[src/rtl/wide_add_sequencer_if.sv]
// wide_add_sequencer_if: operand/result handshakes and external 32-bit adder hookup
interface wide_add_sequencer_if #(parameter int WORDS = 4);
  localparam int W = 32 * WORDS;
  logic in_valid, in_ready, cin, out_valid, out_ready, cout, ovf, add_cin, add_cout;
  logic [W-1:0] a, b, result;
  logic [31:0] add_in1, add_in2, add_sum;
  modport slave (
    input in_valid, a, b, cin, out_ready, add_sum, add_cout,
    output in_ready, out_valid, result, cout, ovf, add_in1, add_in2, add_cin
  );
  modport master (
    output in_valid, a, b, cin, out_ready, add_sum, add_cout,
    input in_ready, out_valid, result, cout, ovf, add_in1, add_in2, add_cin
  );
endinterface

[src/rtl/wide_add_sequencer.sv]
// wide_add_sequencer: adds 32*WORDS-bit operands one slice per cycle through a shared 32-bit adder
module wide_add_sequencer #(parameter int WORDS = 4) (
  input logic clk,
  input logic rst_n,
  wide_add_sequencer_if.slave bus
);
  localparam int W = 32 * WORDS;
  localparam int IW = $clog2(WORDS);
  typedef enum logic [1:0] {IDLE, RUN, DONE} state_t;
  state_t r_state, w_next;
  logic [W-1:0] r_a, r_b, r_result;
  logic [IW-1:0] r_idx;
  logic r_carry, r_cout, r_ovf;
  logic w_accept, w_run, w_last;
  always_comb begin
    w_accept = r_state == IDLE && bus.in_valid;
    w_run = r_state == RUN;
    w_last = w_run && r_idx == IW'(WORDS - 1);
    w_next = w_accept ? RUN : w_last ? DONE : (r_state == DONE && bus.out_ready) ? IDLE : r_state;
    bus.in_ready = r_state == IDLE;
    bus.out_valid = r_state == DONE;
    bus.add_in1 = w_run ? r_a[{r_idx, 5'd0} +: 32] : '0;
    bus.add_in2 = w_run ? r_b[{r_idx, 5'd0} +: 32] : '0;
    bus.add_cin = w_run && r_carry;
    bus.result = r_result;
    bus.cout = r_cout;
    bus.ovf = r_ovf;
  end
  always_ff @(posedge clk or negedge rst_n)
    if (!rst_n) r_state <= IDLE;
    else r_state <= w_next;
  // cout/ovf are captured from the top slice so they stay frozen through DONE and IDLE
  always_ff @(posedge clk or negedge rst_n) begin
    if (!rst_n) begin
      r_a <= '0;
      r_b <= '0;
      r_result <= '0;
      r_idx <= '0;
      r_carry <= 1'b0;
      r_cout <= 1'b0;
      r_ovf <= 1'b0;
    end else if (w_accept) begin
      r_a <= bus.a;
      r_b <= bus.b;
      r_carry <= bus.cin;
      r_idx <= '0;
      r_result <= '0;
    end else if (w_run) begin
      r_result[{r_idx, 5'd0} +: 32] <= bus.add_sum;
      r_carry <= bus.add_cout;
      r_idx <= w_last ? '0 : r_idx + 1'b1;
      if (w_last) begin
        r_cout <= bus.add_cout;
        r_ovf <= (r_a[W-1] == r_b[W-1]) && (bus.add_sum[31] != r_a[W-1]);
      end
    end
  end
endmodule

[src/flat_wrapper.sv]
// flat-port wrapper written by rule: the top's interface ports become plain ports
module wide_add_sequencer_flat 
#(parameter int WORDS = 4)
  (clk, rst_n, bus_in_valid, bus_a, bus_b, bus_cin, bus_out_ready, bus_add_sum, bus_add_cout, bus_in_ready, bus_out_valid, bus_result, bus_cout, bus_ovf, bus_add_in1, bus_add_in2, bus_add_cin);
  wide_add_sequencer_if #(.WORDS(WORDS)) bus_i ();
  input logic clk;
  input logic rst_n;
  input wire logic [$bits(bus_i.in_valid)-1:0] bus_in_valid;
  input wire logic [$bits(bus_i.a)-1:0] bus_a;
  input wire logic [$bits(bus_i.b)-1:0] bus_b;
  input wire logic [$bits(bus_i.cin)-1:0] bus_cin;
  input wire logic [$bits(bus_i.out_ready)-1:0] bus_out_ready;
  input wire logic [$bits(bus_i.add_sum)-1:0] bus_add_sum;
  input wire logic [$bits(bus_i.add_cout)-1:0] bus_add_cout;
  output wire logic [$bits(bus_i.in_ready)-1:0] bus_in_ready;
  output wire logic [$bits(bus_i.out_valid)-1:0] bus_out_valid;
  output wire logic [$bits(bus_i.result)-1:0] bus_result;
  output wire logic [$bits(bus_i.cout)-1:0] bus_cout;
  output wire logic [$bits(bus_i.ovf)-1:0] bus_ovf;
  output wire logic [$bits(bus_i.add_in1)-1:0] bus_add_in1;
  output wire logic [$bits(bus_i.add_in2)-1:0] bus_add_in2;
  output wire logic [$bits(bus_i.add_cin)-1:0] bus_add_cin;
  assign bus_i.in_valid = bus_in_valid;
  assign bus_i.a = bus_a;
  assign bus_i.b = bus_b;
  assign bus_i.cin = bus_cin;
  assign bus_i.out_ready = bus_out_ready;
  assign bus_i.add_sum = bus_add_sum;
  assign bus_i.add_cout = bus_add_cout;
  assign bus_in_ready = bus_i.in_ready;
  assign bus_out_valid = bus_i.out_valid;
  assign bus_result = bus_i.result;
  assign bus_cout = bus_i.cout;
  assign bus_ovf = bus_i.ovf;
  assign bus_add_in1 = bus_i.add_in1;
  assign bus_add_in2 = bus_i.add_in2;
  assign bus_add_cin = bus_i.add_cin;
  wide_add_sequencer #(.WORDS(WORDS)) u_core (.clk(clk), .rst_n(rst_n), .bus(bus_i));
endmodule
[config.mk]
export PLATFORM = sky130hd
export DESIGN_NAME = wide_add_sequencer_flat
export DESIGN_NICKNAME = d
export VERILOG_FILES = /design/src/rtl/wide_add_sequencer_if.sv /design/src/rtl/wide_add_sequencer.sv /design/src/flat_wrapper.sv
export SDC_FILE = /design/constraint.sdc
export NUM_CORES = 1
export LEC_CHECK = 0
export CORE_AREA = 4 4 191 193
export DETAILED_ROUTE_END_ITERATION = 10
export DIE_AREA = 0 0 195 197
export PLACE_DENSITY = 0.81
export SLEW_MARGIN = 10
export SYNTH_ARGS = -nofsm -noshare
export SYNTH_HDL_FRONTEND = slang
export SYNTH_SLANG_ARGS = --single-unit
[constraint.sdc]
create_clock -name clk -period 3.1 [get_ports clk]
set_input_delay 0.62 -clock clk [delete_from_list [all_inputs] [get_ports clk]]
set_output_delay 0.62 -clock clk [all_outputs]
set_load 0.01 [all_outputs]
Word-level counts from Yosys, hierarchy flattened --
Index checks and enable logic that the tools add are counted. W data, S select, Z words.
Cells by class: $add $sub $neg 2, equal/unequal tests 5, shifts and indexed selects 4, muxes and demuxes 13, bitwise logic cells 1, reductions and logical operators 9
Operators by type and width (number):
- $mux W128 | 2
- $shiftx A128 B8 Y32 | 2
- $bwmux W128 | 1
- $shift A32 B9 Y128 const A | 1
- $shiftx A32 B9 Y128 | 1
- $mux W32 | 2
- $mux W2 | 6
- $neg A7 Y9 | 1
- $logic_and A1 B1 Y1 | 5
- $eq A2 B2 Y1 const B | 2
- $reduce_and A3 Y1 | 1
- $reduce_bool A3 Y1 | 1
- $add A2 B1 Y2 const B | 1
- $eq A2 B1 Y1 const B | 1
- $logic_not A2 Y1 | 1
- $mux W1 | 2
- $reduce_bool A2 Y1 | 1
- $eq A1 B1 Y1 | 1
- $ne A1 B1 Y1 | 1
- $not A1 Y1 | 1
Word-level totals: register bits 391

Depth between registers and ports, before layout --
depth in word-level cells 5, gate-level depth with buffers 9, mapped depth without buffers 5

Worst setup path after synthesis --
No wires, ideal clock.
path type flip-flop to output port, start register u_core.r_idx[0], end output port bus_add_in1[0], arrival 1488 ps, setup slack 992 ps, cell stages (with the launch flop) 5, path buffers 2, cells stage by stage dfrtp_1 -> buf_6 -> buf_2 -> mux4_2 -> and2_1
Between the ends: cells in the longest elaborated chain, start to end 2
Ends and longest elaborated chain:
- from (decl) | RTL line wide_add_sequencer.sv:12 | logic [IW-1:0] r_idx;
- from (signal assigned) | RTL line wide_add_sequencer.sv:51 | r_idx <= w_last ? '0 : r_idx + 1'b1;
- $shiftx A128 B8 Y32 | RTL line wide_add_sequencer.sv:22 | bus.add_in1 = w_run ? r_a[{r_idx, 5'd0} +: 32] : '0;
- $mux W32 | RTL line wide_add_sequencer.sv:22
- to (decl) | RTL line flat_wrapper.sv:20 | output wire logic [$bits(bus_i.add_in1)-1:0] bus_add_in1;
No other way between the ends.

Final worst setup path --
start register u_core.r_idx[0], end output port bus_add_in1[26]
Same word-level chain as after synthesis.

==> flow_summary.toml <==
[clock_network]
clock_sinks = 391
clkLatencyLatePin_ns = 0.53
root_buffer = "clkbuf_16"
htreeDepth = 2
cts_buffer_depth = 3
clk_pin_slew_ns = 0.06
cts_buffers = 42
cts_tree = "built"
cts_hold_repair.buffers = 0

[floorplan]
die_width_um = 195
chipHeight_um = 197
core_area_mm2 = 0.0345
rows = 68
die_area_mm2 = 0.0384
start_util_pct = 48.7
ios = 491

[yosys]
synth_area_mm2 = 0.0168
syn_inst = 1634
synth_top_flop_cell = "dfrtp_1"
synth_enable_flop_cells = 0
synthesis.nets = 1933
syn_avg_cell_area_um2 = 10.3
synth_area_leaders = "dfrtp_1 (58%), nand2_1 (18%), mux4_2 (8.6%)"
synth_cell_type_count = 31
synthArstFlopShare_pct = 100
synth_top_area_share_pct = 58.2
yosysTopAreaCell = "dfrtp_1"
synth.yosys.seq_area_share_pct = 58.2
ys_warn_count = 0
synth_seq_cells = 391

[route]
drt_pass1_iterations = 5
viasPerCell = 5.40
ant_nets = 0
totalWireLength_mm = 54.1
wl_per_cell_um = 20.8
drtIter0Drc = 814
vias = 14100
route.detailed.drc = 0

[global_routing]
top_usage_layer = "met2"
grt_pass1_vias = 14400
grt_remaining_overflow = 0
grt_max_degree = 177
use_met3_pct = 7.03
antenna_found_initial = 15
grt.total_usage_pct = 27.3
use_met1_pct = 33.9
gr-usage-met2_pct = 45.5
grt_pass1_wl_mm = 83.2

[timing]
skew_ns = 0.0142
finalCritPeriodShare_pct = 98.7
grt_setup_unrepaired = "false"
min_period_ns = 3.06
hold_viol_final = 0
worst_hold_slack_ns = 0.0423
fmax_ghz = 0.327
setup_viol_count_final = 0
final_max_slew_viol_count = 0
worst_pin_slew_ns = 1.22
max_slew_margin_pct = 18.7

[final_layout]
synthToLayoutAreaGrowth_pct = 42.0
nNetsFinal = 2406
final_cell_area_mm2 = 0.0239
final_core_util_pct = 69.1
fill_cells = 2471
seq_area_mm2 = 0.00979
multi_input_area_mm2 = 0.00638
drive_gt1_share_pct = 9.11

[critical_path]
arrival_ns = 2.44
cp-end-kind = "output pin"
crit_required_ns = 2.48
worstPathMaxFanout = 4
worst-setup-path-type = "flip-flop to output pin"
worstSetupStartpointType = "flip-flop"

[flow_run]
maxCapViolCount = 0

[run_status]
status = "finished clean"

[min_path]
hold_class = "input port to async pin"

[power]
vdd_ir_drop_max_mv = 0.526
finalPower_mw = 11.3
leakage_nw = 12.3
power_density_mw_per_mm2 = 474

[placed_design]
dp_hpwl_mm = 36.8
place.gp.congestion = 0.926
place_area_mm2 = 0.0221
portBuffers = 490
metal layers:
metal	part of all wire, %	wire (um)
met5	0.10	54
met4	5.0	2700
met3	8.7	4720
met2	49	26600
met1	37	20100
final timing paths:
path | from | to | slack, ns | depth (start not counted)
worst min-delay path | rst_n | u_core.r_a[56] | 0.04 | 1
min in group clk | u_core.r_a[100] | u_core.r_a[100] | 0.47 | 2
max in group asynchronous | rst_n | u_core.r_b[19] | 2.15 | 2
worst min register to register | u_core.r_a[100] | u_core.r_a[100] | 0.47 | 2
worst max register to register | u_core.r_idx[0] | u_core.bus.result[62] | 0.55 | 6
worst max-delay path | u_core.r_idx[0] | bus_add_in1[26] | 0.04 | 5
through the flow:
step | std cells | setup slack (ns) | setup TNS (ns)
final | 2608 | 0.0403 | 0
after global routing | 2606 | 0.00225 | 0
after CTS | 2584 | -0.00492 | -0.0126
after detailed placement | 2498 | 0.399 | 0
after global placement | 2498 | 0.413 | 0
after floorplan | 1634 | 0.992 | 0
cell usage after synthesis, types with 4 or more instances:
master,count
nand3_1,31
buf_2,61
nor2b_1,4
buf_6,9
dfrtp_1,391
buf_4,18
a22o_1,96
nand2_1,803
clkbuf_1,21
nand2b_1,4
mux4_2,64
a21oi_1,31
o21ai_0,4
ha_1,5
and2_1,65
a32o_1,4
cell usage in the layout (no fill, tap or decap), types with 2 or more instances in the layout:
cell             Yosys  final
a21o_1               3      3
dlymetal6s2s_1       0     38
ha_1                 5      5
nor2_1               3      2
buf_12               1     15
clkbuf_8             0     12
nand3_1             31     31
nand2_1            803    803
buf_16               0      4
a32o_1               4      4
dlygate4sd2_1        0     17
mux4_2              64     64
clkinv_2             0      8
buf_8                0      2
a22o_1              96     96
inv_6                0      2
bufinv_16            0      3
nand2b_1             4      4
clkbuf_16            0     42
clkdlybuf4s50_1      0    434
a21oi_1             31     31
dfrtp_1            391    389
o21ai_0              4      4
nor2b_1              4      3
clkbuf_1            21      8
inv_1                3      3
and2_1              65     65
diode_2              0     13
nor4b_4              2      2
buf_4               18     30
dfrtp_4              0      2
area by class of cell:
| type | count | area share [%] |
|---|---|---|
| Tap cell | 455 | 2.39 |
| Inverter | 3 | 0.0472 |
| Clock buffer | 62 | 5.22 |
| Antenna cell | 13 | 0.136 |
| Timing Repair Buffer | 541 | 23.7 |
| Sequential cell | 391 | 41.0 |
| Clock inverter | 15 | 0.718 |
| Multi-Input combinational cell | 1128 | 26.7 |
power by group:
part | switching (mW) | internal, mW | total [mW]
clock network | 2.04 | 3.04 | 5.08
registers | 0.116 | 5.30 | 5.41
logic | 0.319 | 0.509 | 0.828
sequential cells by signal (all words and copies together) (netlist names):
name / flops
u_core.bus.result: 128
u_core.r_a: 128
u_core.r_b: 128
u_core.r_idx: 2
u_core.r_state: 2
u_core.bus.cout: 1
u_core.bus.ovf: 1
u_core.r_carry: 1
worst max-delay path, cell delays in order, from the launching register on:
cell	delay (ns)
dfrtp_4	0.51
buf_4	0.17
buf_4	0.16
mux4_2	0.40
and2_1	0.20
clkdlybuf4s50_1	0.48
cell families (layout without fill, tap and decap cells):
family / after synthesis / count (layout) / share of synthesized area, %
other: 0 / 13 / 0
AOI/OAI and AO/OA: 140 / 140 / 6.51
buffers and inverters: 115 / 621 / 3.92
muxes: 65 / 65 / 8.64
DFF: 391 / 391 / 58.2
and+or+nand+nor: 918 / 918 / 22.4
adders and majority gates: 5 / 5 / 0.372
what timing repair did:
action / in CTS / in global routing
setup endpoints to repair: 60 / 46
buffers inserted: 5 / 11
endpoints found under the hold margin: 0 / 0
gates cloned: 4 / 0
gates resized for setup: 26 / 38
No activity file was read; power rests on OpenSTA's default activity.
